[config.mk]
export PLATFORM = sky130hd
export DESIGN_NAME = controlador_pin
export DESIGN_NICKNAME = d
export VERILOG_FILES = /design/src/rtl/controlador_pin.sv
export SDC_FILE = /design/constraint.sdc
export NUM_CORES = 1
export LEC_CHECK = 0
export CELL_PAD_IN_SITES_DETAIL_PLACEMENT = 0
export CELL_PAD_IN_SITES_GLOBAL_PLACEMENT = 1
export CORE_ASPECT_RATIO = 1.4
export CORE_MARGIN = 5
export CORE_UTILIZATION = 33
export CTS_CLUSTER_SIZE = 30
export DETAILED_ROUTE_END_ITERATION = 8
export PLACE_DENSITY_LB_ADDON = 0.1
export SYNTH_ARGS = -nofsm -noshare
export SYNTH_HDL_FRONTEND = slang
export SYNTH_SLANG_ARGS = --single-unit
[constraint.sdc]
create_clock -name clk -period 2.75 [get_ports clk]
set_input_delay 0.275 -clock clk [delete_from_list [all_inputs] [get_ports clk]]
set_output_delay 0.275 -clock clk [all_outputs]
set_load 0.02 [all_outputs]
[src/rtl/controlador_pin.sv]
// PIN entry controller for a card reader: collects 4 BCD digits, verifies them
// against the stored PIN, and grants access, ejects the card or retains it.
module controlador_pin #(
    parameter int unsigned TIMEOUT  = 1000,
    parameter int unsigned MAX_TENT = 3
) (
    input  logic        clk,
    input  logic        rst,
    input  logic        cartao,
    input  logic        digito_valido,
    input  logic [3:0]  digito,
    input  logic        confirma,
    input  logic        cancela,
    input  logic [15:0] pin_ref,
    output logic        acesso,
    output logic        ejeta,
    output logic        retem,
    output logic        erro,
    output logic [1:0]  tentativas,
    output logic [2:0]  digitos
);

    typedef enum logic [2:0] {
        ESPERA,
        ENTRADA,
        VERIFICA,
        ACESSO,
        EJETA,
        RETEM
    } state_t;

    localparam logic [15:0] TIMER_LAST = 16'(TIMEOUT - 1);
    localparam logic [2:0]  TENT_MAX   = 3'(MAX_TENT);

    state_t      state, state_next;
    logic [15:0] buffer, buffer_next;
    logic [15:0] timer, timer_next;
    logic [2:0]  digitos_next;
    logic [1:0]  tentativas_next;
    logic [2:0]  tent_inc;
    logic        erro_next;
    logic        digit_ok;

    assign digit_ok = digito_valido && (digito <= 4'd9) && (digitos < 3'd4);
    assign tent_inc = {1'b0, tentativas} + 3'd1;

    always_comb begin
        state_next      = state;
        buffer_next     = buffer;
        timer_next      = timer;
        digitos_next    = digitos;
        tentativas_next = tentativas;
        erro_next       = 1'b0;

        case (state)
            ESPERA: begin
                if (cartao) begin
                    state_next      = ENTRADA;
                    buffer_next     = '0;
                    timer_next      = '0;
                    digitos_next    = '0;
                    tentativas_next = '0;
                end
            end
            ENTRADA: begin
                timer_next = timer + 16'd1;
                // Priority: card removed > cancel > timeout > confirm > digit.
                if (!cartao) begin
                    state_next   = ESPERA;
                    buffer_next  = '0;
                    timer_next   = '0;
                    digitos_next = '0;
                end else if (cancela || (timer == TIMER_LAST)) begin
                    state_next   = EJETA;
                    buffer_next  = '0;
                    timer_next   = '0;
                    digitos_next = '0;
                end else if (confirma && (digitos == 3'd4)) begin
                    state_next = VERIFICA;
                end else if (digit_ok) begin
                    buffer_next  = {buffer[11:0], digito};
                    digitos_next = digitos + 3'd1;
                    timer_next   = '0;
                end
            end
            VERIFICA: begin
                if (buffer == pin_ref) begin
                    state_next = ACESSO;
                end else begin
                    erro_next       = 1'b1;
                    tentativas_next = (tent_inc <= TENT_MAX) ? tent_inc[1:0] : tentativas;
                    buffer_next     = '0;
                    timer_next      = '0;
                    digitos_next    = '0;
                    state_next      = (tent_inc >= TENT_MAX) ? RETEM : ENTRADA;
                end
            end
            ACESSO: begin
                if (!cartao) begin
                    state_next   = ESPERA;
                    buffer_next  = '0;
                    digitos_next = '0;
                end else if (cancela) begin
                    state_next   = EJETA;
                    buffer_next  = '0;
                    digitos_next = '0;
                end
            end
            EJETA: begin
                if (!cartao) begin
                    state_next = ESPERA;
                end
            end
            RETEM: begin
                state_next = RETEM;
            end
            default: begin
                state_next = ESPERA;
            end
        endcase
    end

    // Level outputs are decoded from the next state so they track the state register.
    always_ff @(posedge clk) begin
        if (rst) begin
            state      <= ESPERA;
            buffer     <= '0;
            timer      <= '0;
            digitos    <= '0;
            tentativas <= '0;
            erro       <= 1'b0;
            acesso     <= 1'b0;
            ejeta      <= 1'b0;
            retem      <= 1'b0;
        end else begin
            state      <= state_next;
            buffer     <= buffer_next;
            timer      <= timer_next;
            digitos    <= digitos_next;
            tentativas <= tentativas_next;
            erro       <= erro_next;
            acesso     <= (state_next == ACESSO);
            ejeta      <= (state_next == EJETA);
            retem      <= (state_next == RETEM);
        end
    end

endmodule
* Word level (Yosys, flattened, before mapping) *
Index checks and enable logic that the tools add are counted.

operators by class
  add/subtract/negate cells = 3
  multipliers = 0
  divide/modulo/power cells = 0
  magnitude comparators = 4
  equality and inequality tests = 17
  shift operators = 0
  muxes and demuxes = 38
  bitwise logic cells = 1
  reduce and logical (&&, ||, !) cells = 12

operator list
  cell                   number
  $mux 16                12
  $pmux 16 s4            1
  $mux 3                 17
  $pmux 16 s3            1
  $pmux 3 s6             1
  $add 16x1->16 const B  1
  $eq 16x10->1 const B   1
  $eq 16x16->1           1
  $eq 3x3->1 const B     5
  $pmux 3 s4             1
  $eq 3x2->1 const B     3
  $ne 4x4->1 const B     2
  $mux 2                 3
  $ne 2x2->1 const B     3
  $reduce_and 6->1       1
  $le 4x4->1 const B     1
  $pmux 2 s2             1
  $reduce_and 4->1       1
  $reduce_bool 4->1      1
  $add 2x1->3 const B    1
  $add 3x1->3 const B    1
  $eq 3x1->1 const B     1
  $ge 3x2->1 const B     1
  $le 3x2->1 const B     1
  11 further kinds       13

storage, ports and cells
  register bits = 44
  latch bits = 0
  memory bits (writable) = 0
  bits in read-only memories = 0
  output and inout bits = 9
  memories = 0

* Depth between registers and ports, before layout *
Gate-level depths: netlist of run 1.

  word-level depth = 8
  depth in mapped cells = 11

* Worst setup path after synthesis of run 1 *
OpenSTA, ideal clock, no wires.

  path kind = register -> register
  start point = register timer[0]
  end point = register buffer[2]
  setup time = 0.067 ns
  arrival = 2.024 ns
  path slack = 0.659 ns
  stages on the path, launching flop included = 12
  clock period less this slack = 2.091 ns
  path through = dfxtp_1 ha_1 buf_2 nor3b_1 nand4b_2 nor2b_1 buf_6 a211oi_4 buf_6 buf_6 nand3_1 o21ai_2

between the ends
  longest elaborated chain between the ends = 5

RTL lines
  item                    line  text
  from (decl)             37    logic [15:0] timer, timer_next;
  from (signal assigned)  138   timer <= timer_next;
  $eq 16x10->1 (*)        73    end else if (cancela || (timer == TIMER_LAST)) begin
  $logic_or 1x1->1 (*)    73
  $mux 16                 73
  $mux 16                 68    if (!cartao) begin
  $pmux 16 s4             55    case (state)
  to (signal assigned)    137   buffer <= buffer_next;
  to (decl)               36    logic [15:0] buffer, buffer_next;

Mark *: on every way between the ends. The rest lies on a longest branch, timed or not.
A chain may end at the register's enable or synchronous reset.

* Final worst setup path of run 1 *
  start point = register state[1]
  end point = register timer[8]

between the ends
  longest elaborated chain between the ends = 3

RTL lines
  item                                                              line  text
  from (decl)                                                       35    state_t state, state_next;
  from (signal assigned)                                            136   state <= state_next;
  $eq 3x2->1 (tied with other cells)                                55
  $ne 2x2->1 (no line) / $reduce_bool 3->1 (equally long branches)  n/a
  $reduce_and 3->1 (no line)                                        n/a

Several ways; a longest one is shown, not always the timed one.

==> metrics, run 1 <==
worst hold path type=register to register; post-route insts no fill=416; Clock transition at path regs=80 ps; Final setup viols=0; setup ws final=573.4 ps; fmax=0.4594 GHz; Inst Count DP=409; first-pass GRT wire length=roughly 10 mm; detailed placement HPWL=~4.3 mm; post-synth top area share=36.27%; final core occ=40.40%; final hold vios=0; core area=roughly 0.0073 mm²; Crit. End Element=register; All-Layer GR Usage=14.05%; Leak=approximately 1 nW; Peak VDD IR=about 0.21 mV; pins over their slew limit=0; Initial DRC Count=154; CTS resizes=0; placed cell areas=0.002859 mm²; H-tree levels=2; Slew @ Worst Pin=around 860 ps; most frequent cells in the layout=44 x dfxtp_1, 34 x clkdlybuf4s50_1, 24 x nand3_1; TritonCTS buffer count=5; design area=0.002937 mm²; Synth area leaders=dfxtp_1 36%, xor2_1 5.8%, nand2b_1 5.4%; total I/O pin count=35; hold slack=between 400 and 500 ps; TritonCTS clock tree=yes; total gr overflow=0; Max transition margin=a little over two fifths; DRT Pass-1 Iters=5; Post-synth ARST share=0%; most common cell after layout, fill and taps aside=dfxtp_1; Synth Register Bits=44; Die Ht=between 100 and 150 µm; RSZ-0062 raised after global routing=no; Critical Path AT=2390 ps; CTS sink cnt=44; DRC errors left=0; Max Cap Violations=0; layout cell share with drive strength beyond 1=9.091%; worst-skew pair later-pin latency=290 ps; outcome=finished, final reports clean; initial antenna violation count=0; Routed Wire Length=5.999 mm; yosys warns=0; largest area contributor in the netlist=dfxtp_1; Seq/Total Area, Yosys=a little over a third; Netlist Area Pre-Place=0.002429 mm²; IO buf count=34; Initial Utilization=33.41%; Diodes inserted=0; worst path required time=about 3000 ps; part of the cycle the worst path needs=79.15%; Syn Nets=about 320; Design Power=1.169 mW; vias in the first global route=2110; CTS Buffer Depth=2; layout net count=350; vias per cell=5.127; PwrDens=398.2 mW/mm²; crit start category=register; pin count of the biggest net entering global routing=46; Post-Syn Instances=287; RD Place Congestion=0.7422; number of synthesized flops with an enable pin=0; post-CTS setup buffers=0; pre-CTS setup slack=between 200 and 250 ps; Yosys cell types=53; WHS Path Cells=2; clock skew=4.083 ps; min cycle time layout=between 2000 and 2500 ps; most common flop cell mapped by yosys=dfxtp_1; die area=0.009199 mm²; Area Growth Syn to Fin=20.92%; critical path type=register to register; hold buffer count at CTS=0; via count=2133; Crit Path Max Fanout=11; FF-to-FF path depth=5; Cell Rows=37; root buf cell=clkbuf_8; Syn Area/Cell=about 8.5 µm²; drt wl/cell=~14 µm; Setup TNS=0 ps; Routed Antenna Nets=0; Die W=82.50 µm
[state kept, by name, indices dropped and copies added (netlist names), 2 cells and up]
name	count
timer	16
state	3
digitos	3
tentativas	2
buffer	16
[worst paths after layout]
kind                                 start          to  slack, ps
worst min-delay path            buffer[15]  buffer[15]        480
worst min register to register  buffer[15]  buffer[15]        480
worst max-delay path              state[1]    timer[8]        570
worst max register to register    state[1]    timer[8]        570
[report_power, final]
| part | leakage (nW) | internal (mW) | switching [mW] | total [mW] |
|---|---|---|---|---|
| clock | 0.0410 | 0.173 | 0.217 | 0.390 |
| sequential | 0.355 | 0.639 | 0.00559 | 0.645 |
| combinational | 0.603 | 0.0665 | 0.0674 | 0.134 |
[worst max-delay path, stage by stage (launching register included)]
cell and delay, ps:
dfxtp_1 470, inv_2 140, or3_1 420, o21ai_1 710, a21oi_1 130, a211oi_1 220
[synth_stat cells, types with 4 or more instances]
cell,instances
dfxtp_1,44
clkbuf_1,8
nand4_1,4
o21ai_0,9
inv_1,5
ha_1,5
or3_1,5
a311oi_1,7
nand2_1,18
a21oi_1,15
o21ai_1,13
nor2_1,23
nand2b_1,21
nand3_1,24
and4_1,5
buf_6,5
nor4_1,5
o21ai_2,5
xor2_1,16
buf_2,5
[logic make-up (layout without fill, tap and decap cells)]
group           Yosys count  count (layout)  share of synthesized area [%]
simple gates            125             125                          29.62
compound gates           73              73                          20.25
flops                    44              44                          36.27
buf+inv                  24              56                          5.512
xor+xnor                 16              16                          5.770
fa+ha+maj                 5               5                          2.576
[cell type report]
cell class	count	area (µm²)
inverter	6	22.52
multi-input combinational	219	1414
clock inverter	1	5.005
fill	772	4332
clock buffer	6	72.57
timing repair buffer	43	420.4
tap	97	121.4
sequential	44	880.8
[routing by layer]
layer | share of wire (%) | vias to the layer above | global-route usage, %
li1 | - | 1093 | -
met1 | 44 | 996 | 17.73
met2 | 51 | 37 | 23.72
met3 | 3.0 | 7 | 2.265
met4 | 1.5 | 0 | 4.798
met5 | 0 | - | 0
No activity file was read; power rests on OpenSTA's default activity.
==> run 2: changes to the inputs <==
clock period = 1.9 ns   (was 2.75 ns; I/O delays follow)
==> run 2 against run 1 <==
  * The run now ends with setup timing left
  * Cell count grew 14%
  * Register-to-register slack lost 600 ps
  * Sequential power up 44%
  * Routed wire length rose by 5.6%
  * Critical path type unchanged
  * Critical endpoint is now digitos[0]
  * Largest power group unchanged
==> metrics, run 2 (synthesized netlist as in run 1, its figures left out) <==
layout cell share with drive strength beyond 1=30.85% (was 9.091%); R2R Path End=digitos[0] (was timer[8]); reg2reg start=buffer[9] (was state[1]); part of the cycle the worst path needs=101.6% (was 79.15%); Clock transition at path regs=90 ps (was 80 ps); TritonCTS buffer count=5 (unchanged); Peak VDD IR=0.2519 mV (was 0.2133 mV); die area=0.009199 mm² (unchanged); drt wl/cell=13.40 µm (was 14.42 µm); clock skew=8.519 ps (was 4.083 ps); Setup TNS=-30.66 ps (was 0 ps); hold buffer count at CTS=0 (unchanged); Leak=1.377 nW (was 0.9988 nW); most common cell after layout, fill and taps aside=buf_4 (was dfxtp_1); Routed Antenna Nets=0 (unchanged); IO buf count=34 (unchanged); Cell Rows=37 (unchanged); Final setup viols=1 (was 0); Initial DRC Count=127 (was 154); R2R Setup Slk=-30 ps (was 570 ps); most frequent cells in the layout=59 x buf_4, 39 x dfxtp_1, 34 x clkdlybuf4s50_1 (was 44 x dfxtp_1, 34 x clkdlybuf4s50_1, 24 x nand3_1); Diodes inserted=0 (unchanged); CTS sink cnt=44 (unchanged); Max transition margin=75.93% (was 42.03%); RD Place Congestion=0.7496 (was 0.7422); final hold vios=0 (unchanged); PwrDens=499.4 mW/mm² (was 398.2 mW/mm²); vias per cell=4.979 (was 5.127); H-tree levels=2 (unchanged); Inst Count DP=461 (was 409); Crit Path Max Fanout=8 (was 11); Initial Utilization=33.41% (unchanged); Routed Wire Length=6.336 mm (was 5.999 mm); Max Cap Violations=0 (unchanged); Slew @ Worst Pin=358.1 ps (was 863.8 ps); FF-to-FF path depth=9 (was 5); via count=2355 (was 2133); CTS Buffer Depth=2 (unchanged); core area=0.007268 mm² (unchanged); pin count of the biggest net entering global routing=27 (was 46); outcome=complete, but fails checks (was finished, final reports clean); largest stage delay on the critical path=390 ps (was 710 ps); critical path type=register to register (unchanged); worst path required time=2130 ps (was 2970 ps); worst-skew pair later-pin latency=300 ps (was 290 ps); initial antenna violation count=0 (unchanged); min cycle time layout=1931 ps (was 2177 ps); Regs by FF count=buffer x16, timer x16 (unchanged); Die W=82.50 µm (unchanged); setup ws final=-30.66 ps (was 573.4 ps); Hold Crit Start=digito[0] (was buffer[15]); WHS Path Cells=3 (was 2); first-pass GRT wire length=10.67 mm (was 10.18 mm); Critical Path AT=2160 ps (was 2390 ps); All-Layer GR Usage=14.38% (was 14.05%); Area Growth Syn to Fin=48.12% (was 20.92%); crit start category=register (unchanged); CP dominant cell by count=buf_6; RSZ-0062 raised after global routing=yes (was no); DRT Pass-1 Iters=4 (was 5); detailed placement HPWL=4.802 mm (was 4.295 mm); fmax=0.5180 GHz (was 0.4594 GHz); layout net count=406 (was 350); worst min-delay path endpoint=buffer[0] (was buffer[15]); root buf cell=clkbuf_8 (unchanged); Crit. End Element=register (unchanged); crit path cell chain=xor2_1 > nor4_2 > and4_4 > buf_6 > a211oi_4 > buf_6 > buf_12 > nand2b_4 > a21oi_2 (was inv_2 > or3_1 > o21ai_1 > a21oi_1 > a211oi_1); slowest stage cell on the critical path=nor4_2 (was o21ai_1); post-route insts no fill=473 (was 416); DRC errors left=0 (unchanged); pins over their slew limit=0 (unchanged); failing checks=setup timing; total gr overflow=0 (unchanged); vias in the first global route=2358 (was 2110); total I/O pin count=35 (unchanged); Die Ht=111.5 µm (unchanged); TritonCTS clock tree=yes (unchanged); worst hold path type=input port to register (was register to register)
[run 2: worst max path at each step]
stage	startpoint	endpoint	slack [ps]	cells after the start
4_1_cts	buffer[3]	digitos[0]	1	8
5_1_grt	buffer[11]	digitos[0]	-110	9
3_3_place_gp	pin_ref[9]	buffer[3]	-380	9
2_1_floorplan	timer[1]	buffer[2]	40	11
6_report	buffer[9]	digitos[0]	-30	9
3_5_place_dp	pin_ref[9]	buffer[3]	-390	9
[run 2: critical path: cells and delay by family (launching register included)]
family | cells | cell delay (ps)
buffers and inverters | 3 | 380
DFF | 1 | 350
AOI/OAI and AO/OA | 2 | 170
xor gates and xnor gates | 1 | 150
and+or+nand+nor | 3 | 820
[run 2: metal layers]
metal / track usage [%] / wire length [µm] / vias up
li1: - / - / 1211
met2: 25.16 / 3290 / 42
met3: 2.994 / 244 / 4
met5: 0 / 0 / -
met1: 17.55 / 2756 / 1098
met4: 3.490 / 45 / 0
[run 2: power breakdown]
part           leakage [nW]  switching (mW)  total (mW)  internal, mW
Combinational         0.971           0.127       0.276         0.148
Clock                0.0479           0.338       0.595         0.257
Sequential            0.358         0.00268       0.926         0.923
Total                  1.38           0.468        1.80          1.33
[run 2: timing repair]
action / in CTS / in global routing
endpoints found under the setup margin: 37 / 26
gates cloned: 0 / 1
endpoints found under the hold margin: 0 / 0
resized for setup: 5 / 29
setup buffers: 0 / 3
pin swaps: 2 / 12
[run 2: layout make-up]
class | count | area (µm²)
repair buffers | 99 | 882.1
inverters | 6 | 22.52
fillers | 725 | 3671
flip-flops and latches | 44 | 892.1
clock buffers | 5 | 68.82
clock inverters | 3 | 18.77
well taps | 97 | 121.4
multi-input cells | 219 | 1592
[run 2: per-stage QoR]
stage	instance area (µm²)	worst slack, ps	util [%]	power, mW	hold WS [ps]
6_report	3597	-30.66	49.49	1.797	446.8
3_3_place_gp	3294	-377.9	45.33	1.193	475.1
3_5_place_dp	3294	-393.1	45.33	1.192	475.8
2_1_floorplan	2467	37.59	-	1.067	327.4
5_1_grt	3597	-108.2	49.49	1.884	439.8
4_1_cts	3407	1.412	46.88	1.801	432.8
==> run 3: changes to the inputs <==
clock period = 2.3 ns   (was 1.9 ns; I/O delays follow)
==> run 3 against run 2 <==
  * The flow now finishes without violations
  * Count of clock-buffer cells in the layout up 1
  * Fmax down 8.7%
  * Clock skew about the same
  * Cell count down 7.6%
  * Register-to-register slack better by 220 ps
  * Total power down 13%
  * Sequential power down 17%
  * Largest power group unchanged
  * Highest routed layer unchanged
==> metrics, run 3 (synthesized netlist as in run 1, its figures left out) <==
Top delay family on crit path=simple AND/OR/NAND/NOR gates (unchanged); design area=0.003129 mm² (was 0.003597 mm²); worst path required time=2530 ps (was 2130 ps); Comb pwr share=12.2% (was 15.3%); crit path buf inv count=1 (was 3); min cycle time layout=2115 ps (was 1931 ps); switching fraction of total power=23.76% (was 26.06%); pre-CTS setup slack=-6.711 ps (was -393.1 ps); hold buffer count at CTS=0 (unchanged); Die W=82.50 µm (unchanged); Peak VDD IR=0.2190 mV (was 0.2519 mV); Initial DRC Count=98 (was 127); RSZ-0062 raised after global routing=no (was yes); Slew @ Worst Pin=373.7 ps (was 358.1 ps); crit path cell chain=ha_1 > nor3b_1 > nand4b_2 > nor2b_1 > a211oi_4 > buf_12 > nand3_1 > o21ai_1 (was xor2_1 > nor4_2 > and4_4 > buf_6 > a211oi_4 > buf_6 > buf_12 > nand2b_4 > a21oi_2); vias in the first global route=2204 (was 2358); TritonCTS clock tree=yes (unchanged); layout net count=370 (was 406); DRC errors left=0 (unchanged); Regs by FF count=buffer x16, timer x16 (unchanged); pin count of the biggest net entering global routing=26 (was 27); worst hold path type=register to register (was input port to register); Initial Utilization=33.41% (unchanged); slowest stage cell on the critical path=a211oi_4 (was nor4_2); Routed Antenna Nets=0 (unchanged); root buf cell=clkbuf_8 (unchanged); Seq pwr share=49.3% (was 51.5%); Crit. End Element=register (unchanged); Crit Path Max Fanout=24 (was 8); core area=0.007268 mm² (unchanged); CTS resizes=0 (was 5); total gr overflow=0 (unchanged); CTS sink cnt=44 (unchanged); part of the cycle the worst path needs=91.95% (was 101.6%); most common cell after layout, fill and taps aside=dfxtp_1 (was buf_4); fmax=0.4729 GHz (was 0.5180 GHz); pins over their slew limit=0 (unchanged); via count=2207 (was 2355); setup ws final=185.2 ps (was -30.66 ps); clock skew=8.377 ps (was 8.519 ps); post-CTS setup buffers=0 (unchanged); Internal Pwr Total=1.187 mW (was 1.328 mW); Area Growth Syn to Fin=28.85% (was 48.12%); critical path type=register to register (unchanged); clock network fraction of total power=38.6% (was 33.1%); largest stage delay on the critical path=380 ps (was 390 ps); PwrDens=497.4 mW/mm² (was 499.4 mW/mm²); RD Place Congestion=0.7643 (was 0.7496); detailed placement HPWL=4.572 mm (was 4.802 mm); vias per cell=5.050 (was 4.979); IO buf count=34 (unchanged); placed cell areas=0.003022 mm² (was 0.003294 mm²); most frequent cells in the layout=44 x dfxtp_1, 34 x clkdlybuf4s50_1, 27 x buf_4 (was 59 x buf_4, 39 x dfxtp_1, 34 x clkdlybuf4s50_1); final core occ=43.05% (was 49.49%); Critical Path AT=2350 ps (was 2160 ps); Max transition margin=75.09% (was 75.93%); die area=0.009199 mm² (unchanged); Max Cap Violations=0 (unchanged); first-pass GRT wire length=10.46 mm (was 10.67 mm); Routed Wire Length=6.151 mm (was 6.336 mm); worst-skew pair later-pin latency=300 ps (about the same); Cell Rows=37 (unchanged); All-Layer GR Usage=14.21% (was 14.38%); Diodes inserted=0 (unchanged); Die Ht=111.5 µm (unchanged); H-tree levels=2 (unchanged); layout cell share with drive strength beyond 1=14.71% (was 30.85%); TritonCTS buffer count=5 (unchanged); Leak=1.118 nW (was 1.377 nW); total I/O pin count=35 (unchanged); Clock transition at path regs=90 ps (about the same); P_sw=369.8 µW (was 468.2 µW); DRT Pass-1 Iters=4 (unchanged); drt wl/cell=14.08 µm (was 13.40 µm); Final setup viols=0 (was 1); CTS Buffer Depth=2 (unchanged); final hold vios=0 (unchanged); crit start category=register (unchanged); initial antenna violation count=0 (unchanged); outcome=finished, final reports clean (was complete, but fails checks)
run 3: cell types whose count changed in the layout (fill, tap and decap cells not counted), sizes merged:
cell and delta:
buf -35, clkinv -2, bufinv +1
run 3: stage by stage:
stage / cells / hold slack (ps) / power, mW / TNS (ps)
2_1_floorplan: 287 / 367.4 / 0.8822 / 0
3_3_place_gp: 429 / 466.2 / 0.9771 / -29.76
3_5_place_dp: 429 / 468.8 / 0.9762 / -6.711
4_1_cts: 437 / 483.0 / 1.586 / 0
5_1_grt: 437 / 500.7 / 1.632 / 0
6_report: 437 / 479.2 / 1.556 / 0
run 3: path summary, 6_finish.rpt:
path / from / end / slack, ps / cells after the start
setup / recovery: timer[0] / buffer[0] / 190 / 8
hold / removal: buffer[14] / buffer[14] / 480 / 2
setup reg to reg: timer[0] / buffer[0] / 190 / 8
hold reg to reg: buffer[14] / buffer[14] / 480 / 2
run 3: routing by layer:
| metal | global-route usage, % | vias to the layer above | wire length (µm) | part of all wire, % |
|---|---|---|---|---|
| li1 | - | 1141 | - | - |
| met1 | 17.44 | 1018 | 2592 | 42 |
| met2 | 25.00 | 41 | 3241 | 53 |
| met3 | 2.508 | 7 | 243 | 4.0 |
| met4 | 3.599 | 0 | 73 | 1.2 |
| met5 | 0 | - | 0 | 0 |
run 3: layout make-up:
type / instances / area [µm²]
multi-input cells: 219 / 1414
flip-flops and latches: 44 / 880.8
clock buffers: 6 / 72.57
well taps: 97 / 121.4
repair buffers: 63 / 583.1
inverters: 6 / 22.52
fillers: 753 / 4139
clock inverters: 2 / 35.03
run 3: power by group through the flow:
stage / Sequential [mW] / Combinational [mW] / Clock [mW]
2_1_floorplan: 0.786 / 0.0962 / 0
3_3_place_gp: 0.785 / 0.192 / 0
3_5_place_dp: 0.785 / 0.191 / 0
4_1_cts: 0.767 / 0.193 / 0.627
5_1_grt: 0.768 / 0.208 / 0.657
6_report: 0.767 / 0.190 / 0.600
run 3: worst reg2reg max path, stage by stage, from the launching register on:
cell and delay [ps]:
dfxtp_1 350, ha_1 190, nor3b_1 260, nand4b_2 240, nor2b_1 230, a211oi_4 380
buf_12 220, nand3_1 110, o21ai_1 80
